<file path="config.mk">
export PLATFORM = sky130hd
export DESIGN_NAME = dmem_ctrl
export DESIGN_NICKNAME = d
export VERILOG_FILES = /design/src/rtl/dmem_pkg.sv /design/src/rtl/dmem_lane_align.sv /design/src/rtl/dmem_ctrl.sv
export SDC_FILE = /design/constraint.sdc
export NUM_CORES = 1
export LEC_CHECK = 0
export ABC_AREA = 1
export CORE_MARGIN = 2
export CORE_UTILIZATION = 45
export CTS_CLUSTER_SIZE = 30
export DETAILED_ROUTE_END_ITERATION = 7
export PLACE_DENSITY = 0.82
export SLEW_MARGIN = 10
export SYNTH_ARGS = -nofsm -noshare
export SYNTH_HDL_FRONTEND = slang
export SYNTH_SLANG_ARGS = --single-unit
</file>
<file path="constraint.sdc">
create_clock -name clk -period 1.8 [get_ports clk]
set_input_delay 0.18 -clock clk [delete_from_list [all_inputs] [get_ports clk]]
set_output_delay 0.18 -clock clk [all_outputs]
set_load 0.1 [all_outputs]
</file>
<file path="src/rtl/dmem_pkg.sv">
// dmem_pkg: shared FSM state and LSU size codes for the data-memory controller.
package dmem_pkg;

    typedef enum logic [1:0] {IDLE, REQ, DONE} state_t;

    localparam logic [1:0] SZ_B    = 2'b00;
    localparam logic [1:0] SZ_H    = 2'b01;
    localparam logic [1:0] SZ_W    = 2'b10;
    localparam logic [1:0] SZ_NONE = 2'b11;

endpackage

</file>
<file path="src/rtl/dmem_lane_align.sv">
// dmem_lane_align: byte-lane enables, store placement, load extraction and misalign flag.
// Misalign flag is only raised when DMEM_MISALIGN_TRAP_EN is defined.
module dmem_lane_align
    import dmem_pkg::*;
(
    input  logic [1:0]  size,
    input  logic [1:0]  addr_lo,
    input  logic [31:0] wdata,
    input  logic [31:0] rdata,
    output logic [3:0]  be,
    output logic [31:0] wdata_sh,
    output logic [31:0] rdata_sh,
    output logic        misalign
);

    logic [1:0] off;
    logic [4:0] sh;

    always_comb begin
        off      = (size == SZ_B) ? addr_lo : (size == SZ_H) ? {addr_lo[1], 1'b0} : 2'b00;
        sh       = {off, 3'b000};
        be       = (size == SZ_B) ? 4'b0001 << off :
                   (size == SZ_H) ? 4'b0011 << off :
                   (size == SZ_W) ? 4'b1111 : 4'b0000;
        wdata_sh = wdata << sh;
        rdata_sh = (rdata >> sh) & ((size == SZ_B) ? 32'h0000_00FF :
                                    (size == SZ_H) ? 32'h0000_FFFF : 32'hFFFF_FFFF);
`ifdef DMEM_MISALIGN_TRAP_EN
        misalign = ((size == SZ_H) & addr_lo[0]) | ((size == SZ_W) & (addr_lo != 2'b00));
`else
        misalign = 1'b0;
`endif
    end

endmodule

</file>
<file path="src/rtl/dmem_ctrl.sv">
// dmem_ctrl: M-stage data-memory controller with req/ack bus handshake, timeout and stall.
// Optional DMEM_MISALIGN_TRAP_EN aborts misaligned half/word accesses without a bus request.
module dmem_ctrl
    import dmem_pkg::*;
#(
    parameter int TIMEOUT_CYCLES = 16,
    parameter int TO_W           = 5
)(
    input  logic        clk,
    input  logic        rst_n,
    input  logic        mem_en_M,
    input  logic        store_M,
    input  logic [1:0]  size_M,
    input  logic [31:0] addr_M,
    input  logic [31:0] wdata_M,
    output logic [31:0] Rdata_M,
    output logic        stall_M,
    output logic        bus_err,
    output logic        bus_req,
    output logic        bus_we,
    output logic [31:0] bus_addr,
    output logic [3:0]  bus_be,
    output logic [31:0] bus_wdata,
    input  logic [31:0] bus_rdata,
    input  logic        bus_ack
);

    localparam logic [TO_W-1:0] TO_LAST = TO_W'(TIMEOUT_CYCLES - 1);

    state_t          state_q, state_d;
    logic [31:0]     addr_q, addr_d, wdata_q, wdata_d, rdata_q, rdata_d;
    logic [3:0]      be_q, be_d;
    logic            we_q, we_d, err_q, err_d;
    logic [1:0]      size_q, size_d, off_q, off_d;
    logic [TO_W-1:0] cnt_q, cnt_d;
    logic            start, timeout;
    logic [1:0]      al_size, al_off;
    logic [3:0]      al_be;
    logic [31:0]     al_wdata, al_rdata;
    logic            al_mis;

    // Live inputs drive the aligner while idle; the latched access drives it while on the bus.
    assign al_size = (state_q == IDLE) ? size_M : size_q;
    assign al_off  = (state_q == IDLE) ? addr_M[1:0] : off_q;

    dmem_lane_align u_align (
        .size     (al_size),
        .addr_lo  (al_off),
        .wdata    (wdata_M),
        .rdata    (bus_rdata),
        .be       (al_be),
        .wdata_sh (al_wdata),
        .rdata_sh (al_rdata),
        .misalign (al_mis)
    );

    always_comb begin
        start   = rst_n & mem_en_M & (size_M != SZ_NONE) & (state_q == IDLE);
        timeout = (TIMEOUT_CYCLES != 0) && (cnt_q == TO_LAST);
        state_d = state_q;
        addr_d  = addr_q;
        wdata_d = wdata_q;
        rdata_d = rdata_q;
        be_d    = be_q;
        we_d    = we_q;
        size_d  = size_q;
        off_d   = off_q;
        cnt_d   = cnt_q;
        err_d   = 1'b0;
        unique case (state_q)
            IDLE: if (start) begin
                addr_d  = {addr_M[31:2], 2'b00};
                wdata_d = al_wdata;
                be_d    = al_be;
                we_d    = store_M;
                size_d  = size_M;
                off_d   = addr_M[1:0];
                cnt_d   = '0;
                rdata_d = '0;
                err_d   = al_mis;
                state_d = al_mis ? DONE : REQ;
            end
            REQ: if (bus_ack) begin
                rdata_d = we_q ? 32'h0 : al_rdata;
                state_d = DONE;
            end else if (timeout) begin
                err_d   = 1'b1;
                state_d = DONE;
            end else begin
                cnt_d   = cnt_q + 1'b1;
            end
            default: state_d = IDLE;
        endcase
    end

    always_ff @(posedge clk or negedge rst_n) begin
        if (!rst_n) begin
            state_q <= IDLE;
            addr_q  <= '0;
            wdata_q <= '0;
            rdata_q <= '0;
            be_q    <= '0;
            we_q    <= 1'b0;
            size_q  <= '0;
            off_q   <= '0;
            cnt_q   <= '0;
            err_q   <= 1'b0;
        end else begin
            state_q <= state_d;
            addr_q  <= addr_d;
            wdata_q <= wdata_d;
            rdata_q <= rdata_d;
            be_q    <= be_d;
            we_q    <= we_d;
            size_q  <= size_d;
            off_q   <= off_d;
            cnt_q   <= cnt_d;
            err_q   <= err_d;
        end
    end

    assign bus_req   = (state_q == REQ);
    assign stall_M   = start | bus_req;
    assign bus_err   = err_q;
    assign bus_we    = we_q;
    assign bus_addr  = addr_q;
    assign bus_be    = be_q;
    assign bus_wdata = wdata_q;
    assign Rdata_M   = rdata_q;

endmodule

</file>
==> impl_summary.log <==
[metrics] status: finished clean
[metrics] EDFF count, synth: 0
[metrics] worst-path cell chain: nor2_4 -> buf_6 -> nand2_1 -> nand2_2 -> buf_4 -> nand3_2 -> buf_6 -> nand2_1 -> nand2_1 -> nand2_1 -> nand2_1 -> nand2_1 -> nand2_1
[metrics] netlist area before placement: 5440 µm²
[metrics] remaining antenna violation count after routing: 0
[metrics] register clock-pin slew on the reported worst setup and hold paths: 0.07 ns
[metrics] total of endpoints with negative setup slack in the final report: 0
[metrics] Top delay family on crit path: simple AND/OR/NAND/NOR gates
[metrics] path length in cells of the critical path: 13
[metrics] pin count of the biggest net entering global routing: 112
[metrics] number of global-route vias before repair: 5,246
[metrics] Peak VDD IR: 558 µV
[metrics] synthesis-stage register bit count: 111
[metrics] Final Skew: 0.0116 ns
[metrics] Antenna diodes: 0
[metrics] worst reg2reg startpoint: state_q[1]$_DFFE_PN0P_
[metrics] Async S/R FF share, synth: 100%
[metrics] DRT Pass-1 Iters: 5
[metrics] mean area per synthesized cell: 7.67 µm²
[metrics] Worst setup endpoint: bus_wdata[29]$_DFFE_PN0P_
[metrics] die height: 114 µm
[metrics] DRC violation count after routing: 0
[metrics] M2 GR Usage: 42.0%
[metrics] cell depth of the worst min-delay path: 3
[metrics] post-route fraction of the period consumed by the critical path: 97.7%
[metrics] # rows: 40
[metrics] headroom to the max-slew limit: 60.7%
[metrics] buffering stage count on the worst path with inverters included: 3
[metrics] min setup slack post-route: 0.0407 ns
[metrics] global-route met3 utilization: 8.02%
[metrics] number of synthesis warnings: 0
[metrics] Max Buffers Root-to-Sink: 2
[metrics] number of buffers created by CTS: 9
[metrics] timing startpoint of the critical path: state_q[1]$_DFFE_PN0P_
[metrics] H-tree depth: 3
[metrics] Clock Tree Root: clkbuf_16
[metrics] Min Hold Slack: 0.352 ns
[metrics] detailed-route vias per instance: 5.08
[metrics] P_leak: 4.33 nW
[metrics] initial core utilization: 45.7%
[metrics] Final Hold Fails: 0
[metrics] Overall Global Routing Usage: 26.0%
[metrics] sort of element at the start of the critical path: flop
[metrics] fraction of layout cells with a size suffix above 1: 22.2%
[metrics] worst r2r dst: bus_wdata[29]$_DFFE_PN0P_
[metrics] grt ovf: 0
[metrics] die area: 13,000 µm²
[metrics] slew at the pin closest to its max-slew limit: 0.590 ns
[metrics] Worst Path Max Fanout: 6
[metrics] detail-routed net length per standard cell: 15.9 µm
[metrics] clock sink total: 111
[metrics] Netlist cell types: 33
[metrics] synthesized instance count: 709
[metrics] endpoint class of the critical path: flop
[metrics] Top Usage Layer GRT: met2
[metrics] arrival time of the worst setup path: 2.00 ns
[metrics] area added between synthesis and finish: 50.9%
[metrics] I/O pins: 207
[metrics] wire length of the first global-routing pass: 26,400 µm
[metrics] met1 Track Usage GR: 32.5%
[metrics] kind of path behind the tightest hold check: primary input to flop
[metrics] slowest cell on the critical path: dfrtp_2
[metrics] clock latency on the worst-skew pair: 0.36 ns
[metrics] cell with the most instances on the worst path: nand2_1
[metrics] Total Power: 12.3 mW
[metrics] clock tree from TritonCTS: yes
[metrics] number of cells on the worst reg-to-reg path: 13
[metrics] Initial DRC Count: 314
[metrics] via count: 5,564
[metrics] required time of the worst setup path: 2.04 ns
[metrics] Fmax achieved: 568 MHz
[metrics] fraction of the yosys area taken by sequential cells: 51.1%
[metrics] maxcap violations: 0
[metrics] total power density per cell area: 1490 nW/µm²
[metrics] register-to-register setup slack: 0.04 ns
[metrics] final RePlAce weighted congestion: 0.843
[metrics] post-layout net count: 1,049
[metrics] share of the core filled with cells in the final layout: 68.9%
[metrics] floorplan die width: 114 µm
[metrics] area inside the core boundary: 11,900 µm²
[metrics] DPL Wire Length: 11,900 µm
[metrics] Post-Place Worst Slack: -0.0808 ns
[metrics] CP peak stage delay: 0.44 ns
[metrics] antenna violations before repair: 0
[metrics] buffers added on ports: 204
[metrics] Setup Total Neg Slack: 0 ns
[metrics] final wirelength: 17,500 µm
[metrics] final critical delay including setup and external delays: 1.76 ns
[metrics] type of the worst setup path: flop to flop
[metrics] commonest register cell after synthesis: dfrtp_1
[metrics] fin. max-slew vios: 0
## synth_stat cells, types with 2 or more instances
cell type	instances	area, µm²
buf_6	4	45.0
buf_4	3	22.5
nand2_1	309	1160
inv_2	3	11.3
o21ai_1	33	165
o211ai_1	8	60.1
nand4_1	17	106
dfrtp_1	111	2780
nor2_4	2	22.5
o21ai_0	20	100
or2_2	7	43.8
nand2_4	2	22.5
ha_1	2	25.0
nor2_1	36	135
a2bb2oi_1	3	26.3
clkbuf_1	10	37.5
nand2_2	6	37.5
nand3_1	37	185
inv_1	57	214
a21oi_1	5	25.0
buf_2	15	75.1
o21a_1	8	60.1
## cell usage in the layout (no fill, tap or decap), types with 8 or more instances in the layout
master           instances
buf_4                  135
o21a_1                   8
nand2_1                301
buf_12                   8
nand4_1                 17
nand2_2                  9
clkbuf_16               11
inv_1                   56
o211ai_1                 8
nand3_1                 37
clkdlybuf4s50_1        101
o21ai_0                 13
nor2_1                  33
dfrtp_1                109
o21ai_1                 38
## registers in the layout (all words and copies together) (netlist names)
| name | count |
|---|---|
| Rdata_M | 32 |
| bus_wdata | 32 |
| bus_addr | 30 |
| cnt_q | 5 |
| bus_be | 4 |
| off_q | 2 |
| size_q | 2 |
| state_q | 2 |
| bus_err | 1 |
| bus_we | 1 |
## how the worst min path moves through the flow
stage                     from                  endpoint  slack [ns]
global placement         rst_n   bus_addr[2]$_DFFE_PN0P_        0.36
floorplan                rst_n    Rdata_M[0]$_DFFE_PN0P_       -0.12
global route         addr_M[8]   bus_addr[8]$_DFFE_PN0P_        0.35
CTS                  addr_M[8]   bus_addr[8]$_DFFE_PN0P_        0.34
detailed placement       rst_n   bus_addr[3]$_DFFE_PN0P_        0.36
finish              addr_M[23]  bus_addr[23]$_DFFE_PN0P_        0.35
## cell families (layout without fill, tap and decap cells)
group	Yosys count	after routing	synth area share, %
other	1	2	0.0689
adder cells (fa/ha/maj)	2	2	0.460
AND/OR/NAND/NOR	421	422	32.4
flip-flops	111	111	51.1
AO/OA/AOI/OAI	79	79	8.30
buffers and inverters	95	332	7.73
## per-layer routing
metal	vias up	share of wire [%]	routed length [µm]
met5	-	0	0
met4	0	2.9	506
met3	36	8.0	1400
met2	215	48	8390
met1	2617	41	7160
li1	2696	-	-
## report_power, final
| group | internal (mW) | switching [mW] | leakage (nW) |
|---|---|---|---|
| Combinational | 1.60 | 5.22 | 2.77 |
| Sequential | 3.06 | 0.339 | 1.42 |
| Clock | 1.15 | 0.906 | 0.145 |
| Total | 5.80 | 6.46 | 4.33 |
## per-stage QoR
stage | cells | cell area, µm²
CTS | 1083 | 7990
global route | 1095 | 8210
global placement | 1063 | 7610
detailed placement | 1063 | 7610
floorplan | 710 | 5460
finish | 1095 | 8210
## area by class of cell
type / count / area, µm²
flip-flops and latches: 111 / 2780
well taps: 147 / 184
fillers: 969 / 3700
inverters: 62 / 246
repair buffers: 255 / 2370
multi-input cells: 505 / 2330
clock buffers: 12 / 256
clock inverters: 3 / 42.5
## repair_timing
item,in CTS,in global routing
buffers inserted,3,9
gates cloned,1,3
endpoints found under the setup margin,11,41
pin swaps,1,10
gates resized for setup,5,31
hold endpoints to repair,74,0
hold buffers,1,0
## worst min-delay path: cells and delay by family
family	cells	cell delay, ns
buffers and inverters	1	0.39
AND/OR/NAND/NOR	2	0.10
(Power assumes the default switching activity.)
